$ cat src/rtl/prio_code_decoder.sv
// prio_code_decoder: decodes a 2-bit priority code into value/mask/hit and queues it in a 2-entry FIFO.
// Latency 1 cycle into an empty FIFO; in_ready is registered (low only when full). Optional macro: PRIO_DEC_STATS_EN.
module prio_code_decoder (
  input  logic        clk,
  input  logic        rst,
  input  logic        in_valid,
  output logic        in_ready,
  input  logic [1:0]  in_code,
  output logic        out_valid,
  input  logic        out_ready,
  output logic [2:0]  out_value,
  output logic [2:0]  out_mask,
  output logic        out_hit
`ifdef PRIO_DEC_STATS_EN
  ,
  output logic [15:0] cnt_hit,
  output logic [15:0] cnt_miss
`endif
);

  typedef struct packed {
    logic [2:0] value;
    logic [2:0] mask;
    logic       hit;
  } entry_t;

  typedef enum logic [1:0] {
    EMPTY = 2'd0,
    ONE   = 2'd1,
    FULL  = 2'd2
  } state_t;

  state_t state;
  entry_t head;
  entry_t tail;
  entry_t dec;
  logic   push;
  logic   pop;

  always_comb begin
    dec = '0;
    case (in_code)
      2'b11:   dec = '{value: 3'b100, mask: 3'b100, hit: 1'b1};
      2'b10:   dec = '{value: 3'b010, mask: 3'b110, hit: 1'b1};
      2'b01:   dec = '{value: 3'b001, mask: 3'b111, hit: 1'b1};
      default: dec = '{value: 3'b000, mask: 3'b111, hit: 1'b0};
    endcase
  end

  assign push = in_valid && in_ready;
  assign pop  = out_valid && out_ready;

  assign out_value = head.value;
  assign out_mask  = head.mask;
  assign out_hit   = head.hit;

  always_ff @(posedge clk) begin
    if (rst) begin
      state     <= EMPTY;
      in_ready  <= 1'b0;
      out_valid <= 1'b0;
      head      <= '0;
      tail      <= '0;
    end else begin
      in_ready <= 1'b1;
      case (state)
        EMPTY: begin
          if (push) begin
            head      <= dec;
            out_valid <= 1'b1;
            state     <= ONE;
          end
        end
        ONE: begin
          case ({push, pop})
            2'b10: begin
              tail     <= dec;
              in_ready <= 1'b0;
              state    <= FULL;
            end
            2'b01: begin
              // head is cleared so idle outputs read as zero
              head      <= '0;
              out_valid <= 1'b0;
              state     <= EMPTY;
            end
            2'b11:   head <= dec;
            default: ;
          endcase
        end
        FULL: begin
          if (pop) begin
            head  <= tail;
            tail  <= '0;
            state <= ONE;
          end else begin
            in_ready <= 1'b0;
          end
        end
        default: begin
          head      <= '0;
          out_valid <= 1'b0;
          state     <= EMPTY;
        end
      endcase
    end
  end

`ifdef PRIO_DEC_STATS_EN
  always_ff @(posedge clk) begin
    if (rst) begin
      cnt_hit  <= '0;
      cnt_miss <= '0;
    end else if (pop) begin
      if (head.hit) begin
        if (cnt_hit != 16'hFFFF) cnt_hit <= cnt_hit + 16'd1;
      end else begin
        if (cnt_miss != 16'hFFFF) cnt_miss <= cnt_miss + 16'd1;
      end
    end
  end
`endif

endmodule
$ cat config.mk
export PLATFORM = sky130hd
export DESIGN_NAME = prio_code_decoder
export DESIGN_NICKNAME = d
export VERILOG_FILES = /design/src/rtl/prio_code_decoder.sv
export SDC_FILE = /design/constraint.sdc
export NUM_CORES = 1
export LEC_CHECK = 0
export BUFFER_PORTS_ARGS = -buffer_cell sky130_fd_sc_hd__buf_2
export CORE_MARGIN = 5
export CORE_UTILIZATION = 30
export CTS_BUF_LIST = sky130_fd_sc_hd__clkbuf_4
export DETAILED_ROUTE_END_ITERATION = 8
export HOLD_SLACK_MARGIN = 0.15
export MAX_ROUTING_LAYER = met4
export SYNTH_ARGS = -nofsm -noshare
export SYNTH_HDL_FRONTEND = slang
export SYNTH_SLANG_ARGS = --single-unit
$ cat constraint.sdc
create_clock -name clk -period 3.1 [get_ports clk]
set_clock_uncertainty 0.2 [all_clocks]
set_input_delay 0.155 -clock clk [delete_from_list [all_inputs] [get_ports clk]]
set_output_delay 0.155 -clock clk [all_outputs]
set_load 0.01 [all_outputs]
* Yosys cells after proc, flatten, opt, wreduce, memory -nomap -nowiden *
Cells that the tools add are included.
W data, S select, Z words.

operators by class
  equal/unequal tests = 14
  muxes and demuxes = 18
  bitwise operators = 1
  reductions and logical operators = 8

operators with widths
  cell                  count
  $pmux W7 S3           2
  $mux W7               4
  $pmux W7 S2           2
  $reduce_and A3 Y1     4
  $eq A2 B2 Y1 const B  5
  $eq A2 B1 Y1 const B  3
  $ne A2 B2 Y1 const B  3
  $pmux W2 S3           1
  $mux W1               4
  $mux W2               2
  $pmux W2 S2           1
  $ne A3 B1 Y1 const B  1
  $ne A3 B2 Y1 const B  1
  $pmux W1 S3           1
  $logic_and A1 B1 Y1   2
  $logic_not A2 Y1      1
  $ne A2 B1 Y1 const B  1
  $pmux W1 S2           1
  $reduce_bool A2 Y1    1
  $not A1 Y1            1

word-level totals
  flip-flop bits (word level) = 18
  bits of input ports = 6
  output and inout port bits = 9
  logic and storage cells = 50

* Depth between registers and ports, before layout *
Gate-level depths: netlist (run 1).

  depth in word-level cells = 4
  mapped depth = 9
  gate-level depth less buffers = 6

* Worst setup path before layout (run 1) *
OpenSTA, ideal clock, no wires.

  path kind = reg-to-reg
  start point = register state[1]
  end point = register head, in the netlist out_mask[0]
  library setup time = 0.133 ns
  data arrival time = 1.594 ns
  data required time = 2.767 ns
  slack = 1.173 ns
  cell stages (with the launch flop) = 10
  path buffers = 3
  clock period less this slack = 1.927 ns
  path through = dfxtp_1 inv_1 ha_1 buf_2 a2bb2oi_1 or2_1 buf_2 buf_4 a222oi_1 a211oi_1

on the way
  longest elaborated chain between the ends = 3
  elaborated cells on any way between the ends = 8
  those cells by class = 5 x eq/ne; 1 x mux; 2 x reduce/logical

RTL lines
  what                                                    RTL line  RTL
  from (decl)                                             33        state_t state;
  from (signal assigned)                                  59        state <= EMPTY;
  from (signal assigned)                                  71        state <= ONE;
  from (signal assigned)                                  79        state <= FULL;
  $eq A2 B1 Y1, or another cell as far along              66        case (state)
  $ne A3 B1 Y1 (no line) or $ne A2 B2 Y1 (tied branches)  -
  $reduce_and A3 Y1 (no line)                             -
  to (signal assigned)                                    93        head <= tail;
  to (decl)                                               34        entry_t head;

Several ways; a longest one is shown, not always the timed one.
A chain may end at the register's enable or synchronous reset.

* Worst setup path after layout (run 1) *
  start point = register state[1]
  end point = register head, in the netlist out_value[2]

The elaborated chain is that of the path after synthesis.

==> summary by stage, run 1 <==
Status
The flow ran to the end, and the final reports show no timing, DRC or antenna violations.

Pwr
The power density relative to cell area is 771 mW/mm^2. The leakage power summed over all cells is 0.407 nW. The worst vdd rail ir drop is 0.000170 V.

Finish
The number of diodes added for antenna fixing is 0. The layout has 339 filler cells. The number of nets in the layout is 137. The area used by multi-input combinational logic is 528 sq um. With fillers left out, the area of the finished cells amounts to 0.00112 sq mm. In the layout the commonest cells are 18 x sky130_fd_sc_hd__dfxtp_1, 14 x sky130_fd_sc_hd__buf_2, 11 x sky130_fd_sc_hd__a21oi_1, 8 x sky130_fd_sc_hd__nand3_1. Compared with the post-synthesis result, the final layout area differs by 18.2%.

In the final layout, flip-flops and latches occupy 360 sq um. Cells with a size suffix above 1 make up 15.1% of the layout. The most common cell after layout, fill and taps aside is sky130_fd_sc_hd__dfxtp_1.

Synthesis
Sorting the synthesized cells by area gives the leading types as sky130_fd_sc_hd__dfxtp_1 38%, sky130_fd_sc_hd__a21oi_1 5.8%, sky130_fd_sc_hd__ha_1 5.3%. Yosys mapped a number of flops with a built-in enable equal to 0. The top-area cell type share of the netlist area is 38.0%. Of all cell types, the one taking the most synthesized area is sky130_fd_sc_hd__dfxtp_1. The top flip-flop cell by instance count after synthesis is sky130_fd_sc_hd__dfxtp_1. The post-synthesis cell area is 948 sq um. The share of synthesized registers carrying an async set or reset is 0%. The sequential area share after synthesis is 38.0%. The total number of yosys warnings is 0. The number of instances in the synthesized netlist is 112. In this run, synthesis produced a sequential element count of 18.

The per-instance average area after synthesis is 8.47 sq um. The netlist uses 33 different library cells. The number of nets handed over by synthesis was 122.

STA
The time the worst path needs with I/O delays and setup is 2.87 ns. The final count of pins violating max slew came to 0. The final sum of negative setup slack is 0 ns.

The final cycle utilization of the critical path is 92.5%. Setup repair after global routing left no endpoint under its margin. The number of failing hold endpoints at the final stage is 0. The highest clock frequency the design can meet is 0.349 GHz. The actual transition at the worst max-transition pin is 0.454 ns. The number of setup violations in the final report is 0. Headroom to the max-slew limit came out at 69.8%.

Routing
The count of antenna-violating nets left after detailed routing is 0. The average wire per standard cell is 12.9 um. The pre-antenna-repair detailed-routing pass consisted of 4 iterations. The overall via count from detail_route is 908. The detailed router finished its first iteration with 103 violations. The via count normalized by instance count is 5.34. For this block, the routed nets add up to 2.19 mm of wire. The remaining routing DRC violations is 0.

Setup path
The largest delay contributor family on the critical path is buffers and inverters. The number of buffer and inverter stages on the critical path is 3. Among the stages of the critical path, the cell type that occurs most often is sky130_fd_sc_hd__dlygate4sd3_1. The worst-path maximum fanout is 10. The worst setup path is launched from a register.

On the worst path, the slowest cell contributes a delay of 0.57 ns. Data on the critical path arrives at its endpoint at 2.91 ns. The critical path data required time is 3.15 ns. On the critical path, the stage with the largest delay is an instance of sky130_fd_sc_hd__dlygate4sd3_1. The worst setup path is of the register to register kind. The endpoint kind of the worst setup timing path is a register. Walking the worst path, the cells encountered are inv_1 -> ha_1 -> a41o_1 -> nand3_1 -> dlygate4sd3_1 -> a221oi_1 -> dlygate4sd3_1.

Floorplanning
The cell row count is 20. The initial cell density of the core is 31.1%. The die covers 0.00439 sq mm. The x dimension of the die is 66.2 um. The height of the die is 66.2 um. The core region is 0.00305 sq mm. The I/O pin count is 15.

Clock network
The number of buffers created by CTS is 3. Counting along the longest clock path gives a buffer depth of 2. TritonCTS built the clock tree. In this run the post-CTS setup repair buffer count came out at 0. In this run the number of H-tree levels came out at 1. The clock-pin slew of the registers on the worst-case setup and hold paths is 0.10 ns. The clock net sink count is 18.

The cell sitting at the root of the clock tree is a sky130_fd_sc_hd__clkbuf_4. The clock reaches the later pin of the worst-skew pair after 0.29 ns.

Worst hold path
The type of the most critical hold path is primary input to register.

Global route
Global routing finished with a remaining overflow of 0. The number of global-route vias before repair was 860. The initial antenna violation count is 0. The first-pass GRT wire length is 3.75 mm. Global routing used 11.2% of the available tracks.

Entering global routing, the biggest net connects 22 pins.

Placement
The post-placement cell area is 0.00102 sq mm. The sum of net half-perimeters after detailed placement is 1.53 mm. The count of buffers from port buffering is 14. The congestion estimate from routability-driven global placement came to 0.771.

Run
The tool flagged a number of max-cap violations equal to 0.
[cell usage after synthesis, types with 2 or more instances]
cell type / instances
sky130_fd_sc_hd__clkbuf_1: 5
sky130_fd_sc_hd__nand3_1: 8
sky130_fd_sc_hd__a21boi_0: 2
sky130_fd_sc_hd__a21oi_1: 11
sky130_fd_sc_hd__a31oi_1: 2
sky130_fd_sc_hd__nand2_1: 7
sky130_fd_sc_hd__buf_2: 5
sky130_fd_sc_hd__a221oi_1: 3
sky130_fd_sc_hd__inv_1: 3
sky130_fd_sc_hd__dfxtp_1: 18
sky130_fd_sc_hd__a222oi_1: 3
sky130_fd_sc_hd__a211oi_1: 4
sky130_fd_sc_hd__nor2_1: 5
sky130_fd_sc_hd__or4_1: 2
sky130_fd_sc_hd__a21o_1: 2
sky130_fd_sc_hd__ha_1: 4
sky130_fd_sc_hd__o21ai_0: 5
sky130_fd_sc_hd__a22oi_1: 3
sky130_fd_sc_hd__nand4b_1: 2
sky130_fd_sc_hd__or3_1: 5
[power breakdown]
part           leakage (nW)  switching, W  internal [W]
Clock                0.0154     0.0000714     0.0000469
Sequential            0.147     0.0000451      0.000283
Combinational         0.245      0.000248      0.000169
Total                 0.407      0.000365      0.000499
[path summary, 6_finish.rpt]
| check | start | end | slack, ns | depth (start not counted) |
|---|---|---|---|---|
| max | state[1] | out_value[2] | 0.23 | 7 |
| min | in_valid | out_valid | 0.24 | 4 |
| max reg2reg | state[1] | out_value[2] | 0.23 | 7 |
| min reg2reg | tail[4] | tail[4] | 0.28 | 2 |
[worst reg2reg max path, stage by stage (launching register included)]
cell                            delay (ns)
sky130_fd_sc_hd__dfxtp_1              0.36
sky130_fd_sc_hd__inv_1                0.10
sky130_fd_sc_hd__ha_1                 0.34
sky130_fd_sc_hd__a41o_1               0.37
sky130_fd_sc_hd__nand3_1              0.10
sky130_fd_sc_hd__dlygate4sd3_1        0.56
sky130_fd_sc_hd__a221oi_1             0.22
sky130_fd_sc_hd__dlygate4sd3_1        0.57
[cells by family (layout without fill, tap and decap cells)]
logic type	Yosys count	in the layout	synth area share (%)
AO/OA/AOI/OAI	40	40	29.0
AND/OR/NAND/NOR	36	36	21.1
adder cells (fa/ha/maj)	4	4	5.28
buffers and inverters	14	28	6.60
flip-flops	18	18	38.0
[per-stage QoR]
step / util [%] / std cells / hold slack (ns) / total power (W) / setup slack [ns]
floorplan: - / 112 / 0.120 / 0.000654 / 1.17
global placement: 33.5 / 159 / 0.262 / 0.000727 / 0.722
detailed placement: 33.5 / 159 / 0.270 / 0.000731 / 0.716
CTS: 36.6 / 170 / 0.227 / 0.000863 / 0.233
global route: 36.7 / 170 / 0.233 / 0.000938 / 0.0536
finish: 36.7 / 170 / 0.235 / 0.000864 / 0.234
[metal layers]
layer / track usage, % / vias up / wire (um)
li1: - / 454 / -
met1: 14.4 / 422 / 1120
met2: 16.0 / 25 / 931
met3: 1.70 / 7 / 71
met4: 7.36 / 0 / 71
met5: - / - / 0
[area by class of cell]
class	count	share of cell area, %
Clock buffer	3	2.01
Clock inverter	1	0.335
Inverter	3	1.00
Multi-Input combinational cell	80	47.1
Sequential cell	18	32.1
Tap cell	44	4.91
Timing Repair Buffer	21	12.5
[state kept, by name, summed over array words and instances (netlist names)]
register and flops:
tail 7, out_valid 1, out_value 3, out_hit 1, in_ready 1, out_mask 3, state 2
[what timing repair did]
item,CTS,global route
hold buffers,7,0
endpoints found under the setup margin,0,2
resized for setup,0,1
endpoints found under the hold margin,18,0
Note: power is estimated with default switching activity, not from simulation.
==> inputs of run 2 (changes only) <==
--- a/config.mk
+++ b/config.mk
@@ -6,7 +6,7 @@
 export NUM_CORES = 1
 export LEC_CHECK = 0
 export BUFFER_PORTS_ARGS = -buffer_cell sky130_fd_sc_hd__buf_2
-export CORE_MARGIN = 5
+export CORE_MARGIN = 4
 export CORE_UTILIZATION = 30
 export CTS_BUF_LIST = sky130_fd_sc_hd__clkbuf_4
 export DETAILED_ROUTE_END_ITERATION = 8
==> constraint.sdc (replaced) <==
create_clock -name clk -period 2.7 [get_ports clk]
set_clock_uncertainty 0.2 [all_clocks]
set_input_delay 0.135 -clock clk [delete_from_list [all_inputs] [get_ports clk]]
set_output_delay 0.135 -clock clk [all_outputs]
set_load 0.01 [all_outputs]
==> summary by stage, run 2 (synthesis gave the netlist of run 1 again) <==
STA
The final count of pins violating max slew is 0 (unchanged). The highest clock frequency the design can meet is 0.391 GHz (was 0.349 GHz). The number of setup violations in the final report is 0 (unchanged). The actual transition at the worst max-transition pin was 0.396 ns (was 0.454 ns). The final sum of negative setup slack was 0 ns (unchanged).

The time the worst path needs with I/O delays and setup is 2.56 ns (was 2.87 ns). RSZ-0062 raised after global routing: false (unchanged). The number of failing hold endpoints at the final stage is 0 (unchanged). The final-layout worst hold slack is 0.219 ns (was 0.235 ns).

The final setup slack of the worst path is 0.142 ns (was 0.234 ns). The final cycle utilization of the critical path is 94.7% (was 92.5%). The worst-case headroom to the max-slew limit is 73.4% (was 69.8%).

Setup path
The worst-path maximum fanout is 14 (was 10). The worst path arrival time was 2.60 ns (was 2.91 ns). The setup slack on the worst flop-to-flop path is 0.14 ns (was 0.23 ns). The critical path data required time is 2.74 ns (was 3.15 ns). The element type at the critical path start is a register (unchanged).

The beginning of the worst register-to-register path is state[1] (unchanged). The endpoint kind of the worst setup timing path is a register (unchanged). The startpoint-to-endpoint class of the critical path is register to register (unchanged). The depth of the worst register-to-register path is 7 (unchanged).

The endpoint of the worst-slack reg-to-reg timing path is out_value[0] (was out_value[2]).

Worst hold path
The startpoint of the most critical hold path is in_valid (unchanged). The endpoint of the worst hold path is out_valid (unchanged). The number of instances on the worst hold path was 4 (unchanged). The type of the most critical hold path is primary input to register (unchanged).

Placement
The count of buffers from port buffering was 14 (unchanged). The sum of net half-perimeters after detailed placement was 1.54 mm (was 1.53 mm). The weighted congestion reported at the end of routability-driven placement was 0.812 (was 0.771). The worst slack at placement was 0.533 ns (was 0.716 ns).

Run
The total of max-cap violations was 0 (unchanged).

Clock network
The buffer levels on the longest clock path is 2 (unchanged). The depth of the CTS H-tree is 1 (unchanged). The number of post-CTS setup repair buffers is 0 (unchanged). The clock net sink count was 18 (unchanged). The source-to-sink clock delay at the later pin of the worst-skew pair is 0.30 ns (was 0.29 ns).

The root buffer selected by CTS is sky130_fd_sc_hd__clkbuf_4 (unchanged). The number of buffers created by CTS is 3 (unchanged). The clock-pin slew of the registers on the worst-case setup and hold paths is 0.10 ns (about the same). The TritonCTS clock tree is done (unchanged).

Finish
The largest register by flop count is tail (unchanged). The synthesis-to-layout area growth is 17.7% (was 18.2%). Commonest cells after routing, fill and taps aside: 18 x sky130_fd_sc_hd__dfxtp_1, 14 x sky130_fd_sc_hd__buf_2, 11 x sky130_fd_sc_hd__a21oi_1, 8 x sky130_fd_sc_hd__nand3_1, 7 x sky130_fd_sc_hd__nand2_1 (was 18 x sky130_fd_sc_hd__dfxtp_1, 14 x sky130_fd_sc_hd__buf_2, 11 x sky130_fd_sc_hd__a21oi_1, 8 x sky130_fd_sc_hd__nand3_1). The most common cell after layout, fill and taps aside is sky130_fd_sc_hd__dfxtp_1 (unchanged).

The flip-flop count of the largest register, all copies and words added is 7 (unchanged). The fill cell total of the finished layout is 321 (was 339). The area used by multi-input combinational logic is 526 sq um (was 528 sq um). The share of final-layout standard cells stronger than drive strength 1 is 15.9% (was 15.1%). The area taken by flip-flops and latches is 360 sq um (unchanged).

The number of nets in the layout is 137 (unchanged). The number of diodes added for antenna fixing is 0 (unchanged).

Pwr
The worst vdd rail ir drop is 0.000241 V (was 0.000170 V). The total power was 0.000999 W (was 0.000864 W). The leakage power summed over all cells is 0.408 nW (was 0.407 nW). The power density relative to cell area is 895 mW/mm^2 (was 771 mW/mm^2).

Floorplanning
The height of the die was 64.2 um (was 66.2 um). The x dimension of the die is 64.2 um (was 66.2 um). The floorplan die area was 0.00412 sq mm (was 0.00439 sq mm). The cell row count came to 20 (unchanged).

The core outline area is 0.00303 sq mm (was 0.00305 sq mm). The I/O pin count was 15 (unchanged). The initial cell density of the core is 31.3% (was 31.1%).

Routing
The number of DRC markers in iteration 0 is 49 (was 103). The post-detailed-routing wire length is 2.23 mm (was 2.19 mm). The overall via count from detail_route is 902 (was 908). The average wire per standard cell is 13.1 um (was 12.9 um). The first-pass iteration count of the detailed router is 4 (unchanged). The via count normalized by instance count is 5.31 (was 5.34).

The count of antenna-violating nets left after detailed routing came to 0 (unchanged). The remaining routing DRC violations is 0 (unchanged).

Global route
The total congestion overflow was 0 (unchanged). The first-pass GRT wire length is 3.86 mm (was 3.75 mm). The pin count of the biggest net entering global routing is 20 (was 22).

The number of global-route vias before repair is 862 (was 860). The initial antenna violation count came to 0 (unchanged). The global router's overall resource usage came to 11.8% (was 11.2%).

Status
Outcome: complete, no violations (unchanged).
[run 2: metrics by stage]
stage / instance area (sq um) / std cells / util, %
finish: 1120 / 170 / 36.9
global route: 1120 / 170 / 36.9
CTS: 1120 / 170 / 36.9
detailed placement: 1030 / 160 / 34.0
global placement: 1030 / 160 / 34.0
floorplan: 948 / 112 / -
[run 2: timing repair]
item	in CTS	in global routing
resized for setup	0	1
endpoints found under the hold margin	18	0
hold buffers	6	0
endpoints found under the setup margin	0	1
[run 2: routing by layer]
| metal | wire length [um] | track usage [%] | up-vias |
|---|---|---|---|
| met2 | 1020 | 17.8 | 20 |
| li1 | - | - | 451 |
| met1 | 1080 | 15.7 | 427 |
| met3 | 93 | 1.76 | 4 |
| met5 | 0 | - | - |
| met4 | 40 | 5.01 | 0 |
[run 2: how the worst max path moves through the flow]
stage / startpoint / endpoint / slack [ns] / cells past startpoint
after global placement: state[0] / tail[4] / 0.63 / 5
after CTS: state[1] / out_value[0] / 0.04 / 7
after floorplan: state[1] / out_mask[0] / 0.77 / 9
final: state[1] / out_value[0] / 0.14 / 7
after global routing: state[0] / out_value[0] / 0.03 / 7
after detailed placement: state[0] / tail[4] / 0.53 / 5
[run 2: worst max-delay path, cell delays in order, from the launching register on]
cell and delay, ns:
sky130_fd_sc_hd__dfxtp_1 0.35, sky130_fd_sc_hd__inv_1 0.09, sky130_fd_sc_hd__ha_1 0.20, sky130_fd_sc_hd__a21boi_0 0.36, sky130_fd_sc_hd__or2_2 0.35, sky130_fd_sc_hd__a22oi_1 0.12
sky130_fd_sc_hd__a221oi_1 0.26, sky130_fd_sc_hd__dlygate4sd3_1 0.57
[run 2: report_power, final]
| part | leakage [nW] | internal (W) | switching, W |
|---|---|---|---|
| registers | 0.147 | 0.000325 | 0.0000502 |
| clock network | 0.0154 | 0.0000538 | 0.0000839 |
| logic | 0.246 | 0.000196 | 0.000289 |
| total | 0.408 | 0.000576 | 0.000423 |
[run 2: area by class of cell]
cell class,instances,share of cell area [%]
multi-input cells,80,47.1
flip-flops and latches,18,32.3
repair buffers,21,12.3
well taps,44,4.93
clock buffers,3,2.02
inverters,3,1.01
clock inverters,1,0.336
==> inputs of run 3 (changes only) <==
==> constraint.sdc (replaced) <==
create_clock -name clk -period 2.3 [get_ports clk]
set_clock_uncertainty 0.2 [all_clocks]
set_input_delay 0.115 -clock clk [delete_from_list [all_inputs] [get_ports clk]]
set_output_delay 0.115 -clock clk [all_outputs]
set_load 0.01 [all_outputs]
==> summary by stage, run 3 (synthesis gave the netlist of run 1 again) <==
STA
The actual transition at the worst max-transition pin is 0.412 ns (was 0.396 ns). The final cycle utilization of the critical path is 88.5% (was 94.7%). The time the worst path needs with I/O delays and setup was 2.04 ns (was 2.56 ns). The highest clock frequency the design can meet is 0.491 GHz (was 0.391 GHz).

The final count of pins violating max slew came to 0 (unchanged). The number of setup violations in the final report was 0 (unchanged). The final sum of negative setup slack is 0 ns (unchanged). The number of failing hold endpoints at the final stage is 0 (unchanged). RSZ-0062 raised after global routing: false (unchanged).

The worst-case headroom to the max-slew limit came to 72.3% (was 73.4%).

Routing
The first-pass iteration count of the detailed router is 4 (unchanged). The count of antenna-violating nets left after detailed routing is 0 (unchanged). The remaining routing DRC violations is 0 (unchanged). The average wire per standard cell came to 13.3 um (was 13.1 um). The via count normalized by instance count is 5.35 (was 5.31).

The overall via count from detail_route came to 914 (was 902). The number of DRC markers in iteration 0 is 53 (was 49). The post-detailed-routing wire length was 2.27 mm (was 2.23 mm).

Clock network
The number of buffers created by CTS is 3 (unchanged). The clock-pin slew of the registers on the worst-case setup and hold paths is 0.10 ns (about the same). The source-to-sink clock delay at the later pin of the worst-skew pair is 0.29 ns (was 0.30 ns).

The root buffer selected by CTS was sky130_fd_sc_hd__clkbuf_4 (unchanged). The buffer levels on the longest clock path is 2 (unchanged). The TritonCTS clock tree is done (unchanged).

The clock net sink count was 18 (unchanged). The depth of the CTS H-tree is 1 (unchanged).

Finish
Commonest cells after routing, fill and taps aside: 18 x sky130_fd_sc_hd__dfxtp_1, 14 x sky130_fd_sc_hd__buf_2, 11 x sky130_fd_sc_hd__a21oi_1, 8 x sky130_fd_sc_hd__nand3_1, 7 x sky130_fd_sc_hd__nand2_1 (unchanged). The fill cell total of the finished layout came to 308 (was 321). The largest register by flop count is tail (unchanged).

The flip-flop count of the largest register, all copies and words added is 7 (unchanged). The most common cell after layout, fill and taps aside is sky130_fd_sc_hd__dfxtp_1 (unchanged). The synthesis-to-layout area growth is 17.9% (was 17.7%).

The share of final-layout standard cells stronger than drive strength 1 is 18.1% (was 15.9%). The number of nets in the layout is 138 (was 137). The number of diodes added for antenna fixing is 0 (unchanged).

Floorplanning
The floorplan die area came to 0.00412 sq mm (unchanged). The cell row count is 20 (unchanged). The height of the die is 64.2 um (unchanged). The x dimension of the die was 64.2 um (unchanged). The initial cell density of the core is 31.3% (unchanged).

The core outline area is 0.00303 sq mm (unchanged). The I/O pin count is 15 (unchanged).

Setup path
The endpoint kind of the worst setup timing path is a register (unchanged). The worst path arrival time is 2.01 ns (was 2.60 ns). The endpoint of the worst-slack reg-to-reg timing path is out_mask[1] (was out_value[0]). The startpoint-to-endpoint class of the critical path is register to register (unchanged). The worst-path maximum fanout is 14 (unchanged). Ordered list of cells on the worst path: inv_1 -> ha_1 -> a2bb2oi_1 -> or2_2 -> a222oi_1 -> a211oi_1 (was inv_1 -> ha_1 -> a21boi_0 -> or2_2 -> a22oi_1 -> a221oi_1 -> dlygate4sd3_1). The element type at the critical path start is a register (unchanged). The longest individual stage delay on the worst path is 0.41 ns (was 0.57 ns). The setup slack on the worst flop-to-flop path is 0.26 ns (was 0.14 ns). The beginning of the worst register-to-register path is state[1] (unchanged). The critical path data required time is 2.27 ns (was 2.74 ns). The depth of the worst register-to-register path is 6 (was 7). The master of the slowest instance on the critical path is sky130_fd_sc_hd__or2_2 (was sky130_fd_sc_hd__dlygate4sd3_1).

Pwr
The worst vdd rail ir drop is 0.000378 V (was 0.000241 V). The leakage power summed over all cells came to 0.411 nW (was 0.408 nW). The total power is 0.00117 W (was 0.000999 W). The power density relative to cell area is 1050 mW/mm^2 (was 895 mW/mm^2).

Worst hold path
The startpoint of the most critical hold path is in_valid (unchanged). The type of the most critical hold path is primary input to register (unchanged). The number of instances on the worst hold path is 4 (unchanged). The endpoint of the worst hold path is in_ready (was out_valid).

Status
Outcome: complete, no violations (unchanged).

Placement
The sum of net half-perimeters after detailed placement was 1.48 mm (was 1.54 mm). The weighted congestion reported at the end of routability-driven placement is 0.781 (was 0.812). The count of buffers from port buffering came to 14 (unchanged).

Global route
The pin count of the biggest net entering global routing is 20 (unchanged). The initial antenna violation count is 0 (unchanged). The first-pass GRT wire length is 3.96 mm (was 3.86 mm). The total congestion overflow came to 0 (unchanged). The global router's overall resource usage is 12.2% (was 11.8%). The number of global-route vias before repair was 868 (was 862).

Run
The total of max-cap violations came to 0 (unchanged).
==> run 3: cell count changes in the layout (fill, tap and decap cells not counted) <==
cell | previous run | this run
sky130_fd_sc_hd__buf_4 | 1 | 4
sky130_fd_sc_hd__dlygate4sd3_1 | 6 | 4
==> run 3: metal layers <==
| layer | part of all wire, % | track usage, % | up-vias |
|---|---|---|---|
| met3 | 4.9 | 1.76 | 2 |
| met4 | 1.3 | 5.80 | 0 |
| li1 | - | - | 455 |
| met5 | 0 | - | - |
| met1 | 49 | 16.9 | 438 |
| met2 | 44 | 17.4 | 19 |
==> run 3: worst max path at each step <==
stage,end,start,slack [ns]
final,out_mask[1],state[1],0.26
after detailed placement,tail[4],state[0],0.16
after floorplan,out_mask[0],state[1],0.37
after CTS,tail[4],state[0],0.11
after global routing,out_hit,state[0],0.12
after global placement,tail[4],state[0],0.21
==> run 3: repair_timing <==
| action | in CTS | in global routing |
|---|---|---|
| setup endpoints to repair | 0 | 6 |
| resized for setup | 0 | 1 |
| hold buffers | 4 | 0 |
| hold endpoints to repair | 18 | 0 |
| setup buffers | 0 | 3 |
==> run 3: power breakdown <==
group	internal, W	switching [W]	leakage [nW]
registers	0.000382	0.0000601	0.147
clock network	0.0000631	0.0000988	0.0154
logic	0.000231	0.000338	0.249
==> run 3: metrics by stage <==
| stage | util (%) | hold WS [ns] | setup slack, ns | area [sq um] | std cells |
|---|---|---|---|---|---|
| after global placement | 34.0 | 0.260 | 0.206 | 1030 | 160 |
| final | 36.9 | 0.216 | 0.264 | 1120 | 171 |
| after detailed placement | 34.0 | 0.267 | 0.156 | 1030 | 160 |
| after CTS | 36.2 | 0.198 | 0.114 | 1100 | 168 |
| after floorplan | - | 0.0796 | 0.373 | 948 | 112 |
| after global routing | 36.9 | 0.260 | 0.122 | 1120 | 171 |
==> run 3: critical path, delay by kind of cell, from the launching register on <==
| kind | cells | cell delay (ns) |
|---|---|---|
| simple gates | 1 | 0.41 |
| fa+ha+maj | 1 | 0.29 |
| buf+inv | 1 | 0.08 |
| flops | 1 | 0.39 |
| compound gates | 3 | 0.53 |
==> run 3: final cells by class <==
class | count | area (sq um) | share of cell area (%)
Tap cell | 44 | 55.1 | 4.92
Timing Repair Buffer | 22 | 140 | 12.5
Clock inverter | 1 | 3.75 | 0.336
Multi-Input combinational cell | 80 | 526 | 47.0
Sequential cell | 18 | 360 | 32.2
Inverter | 3 | 11.3 | 1.01
Clock buffer | 3 | 22.5 | 2.01
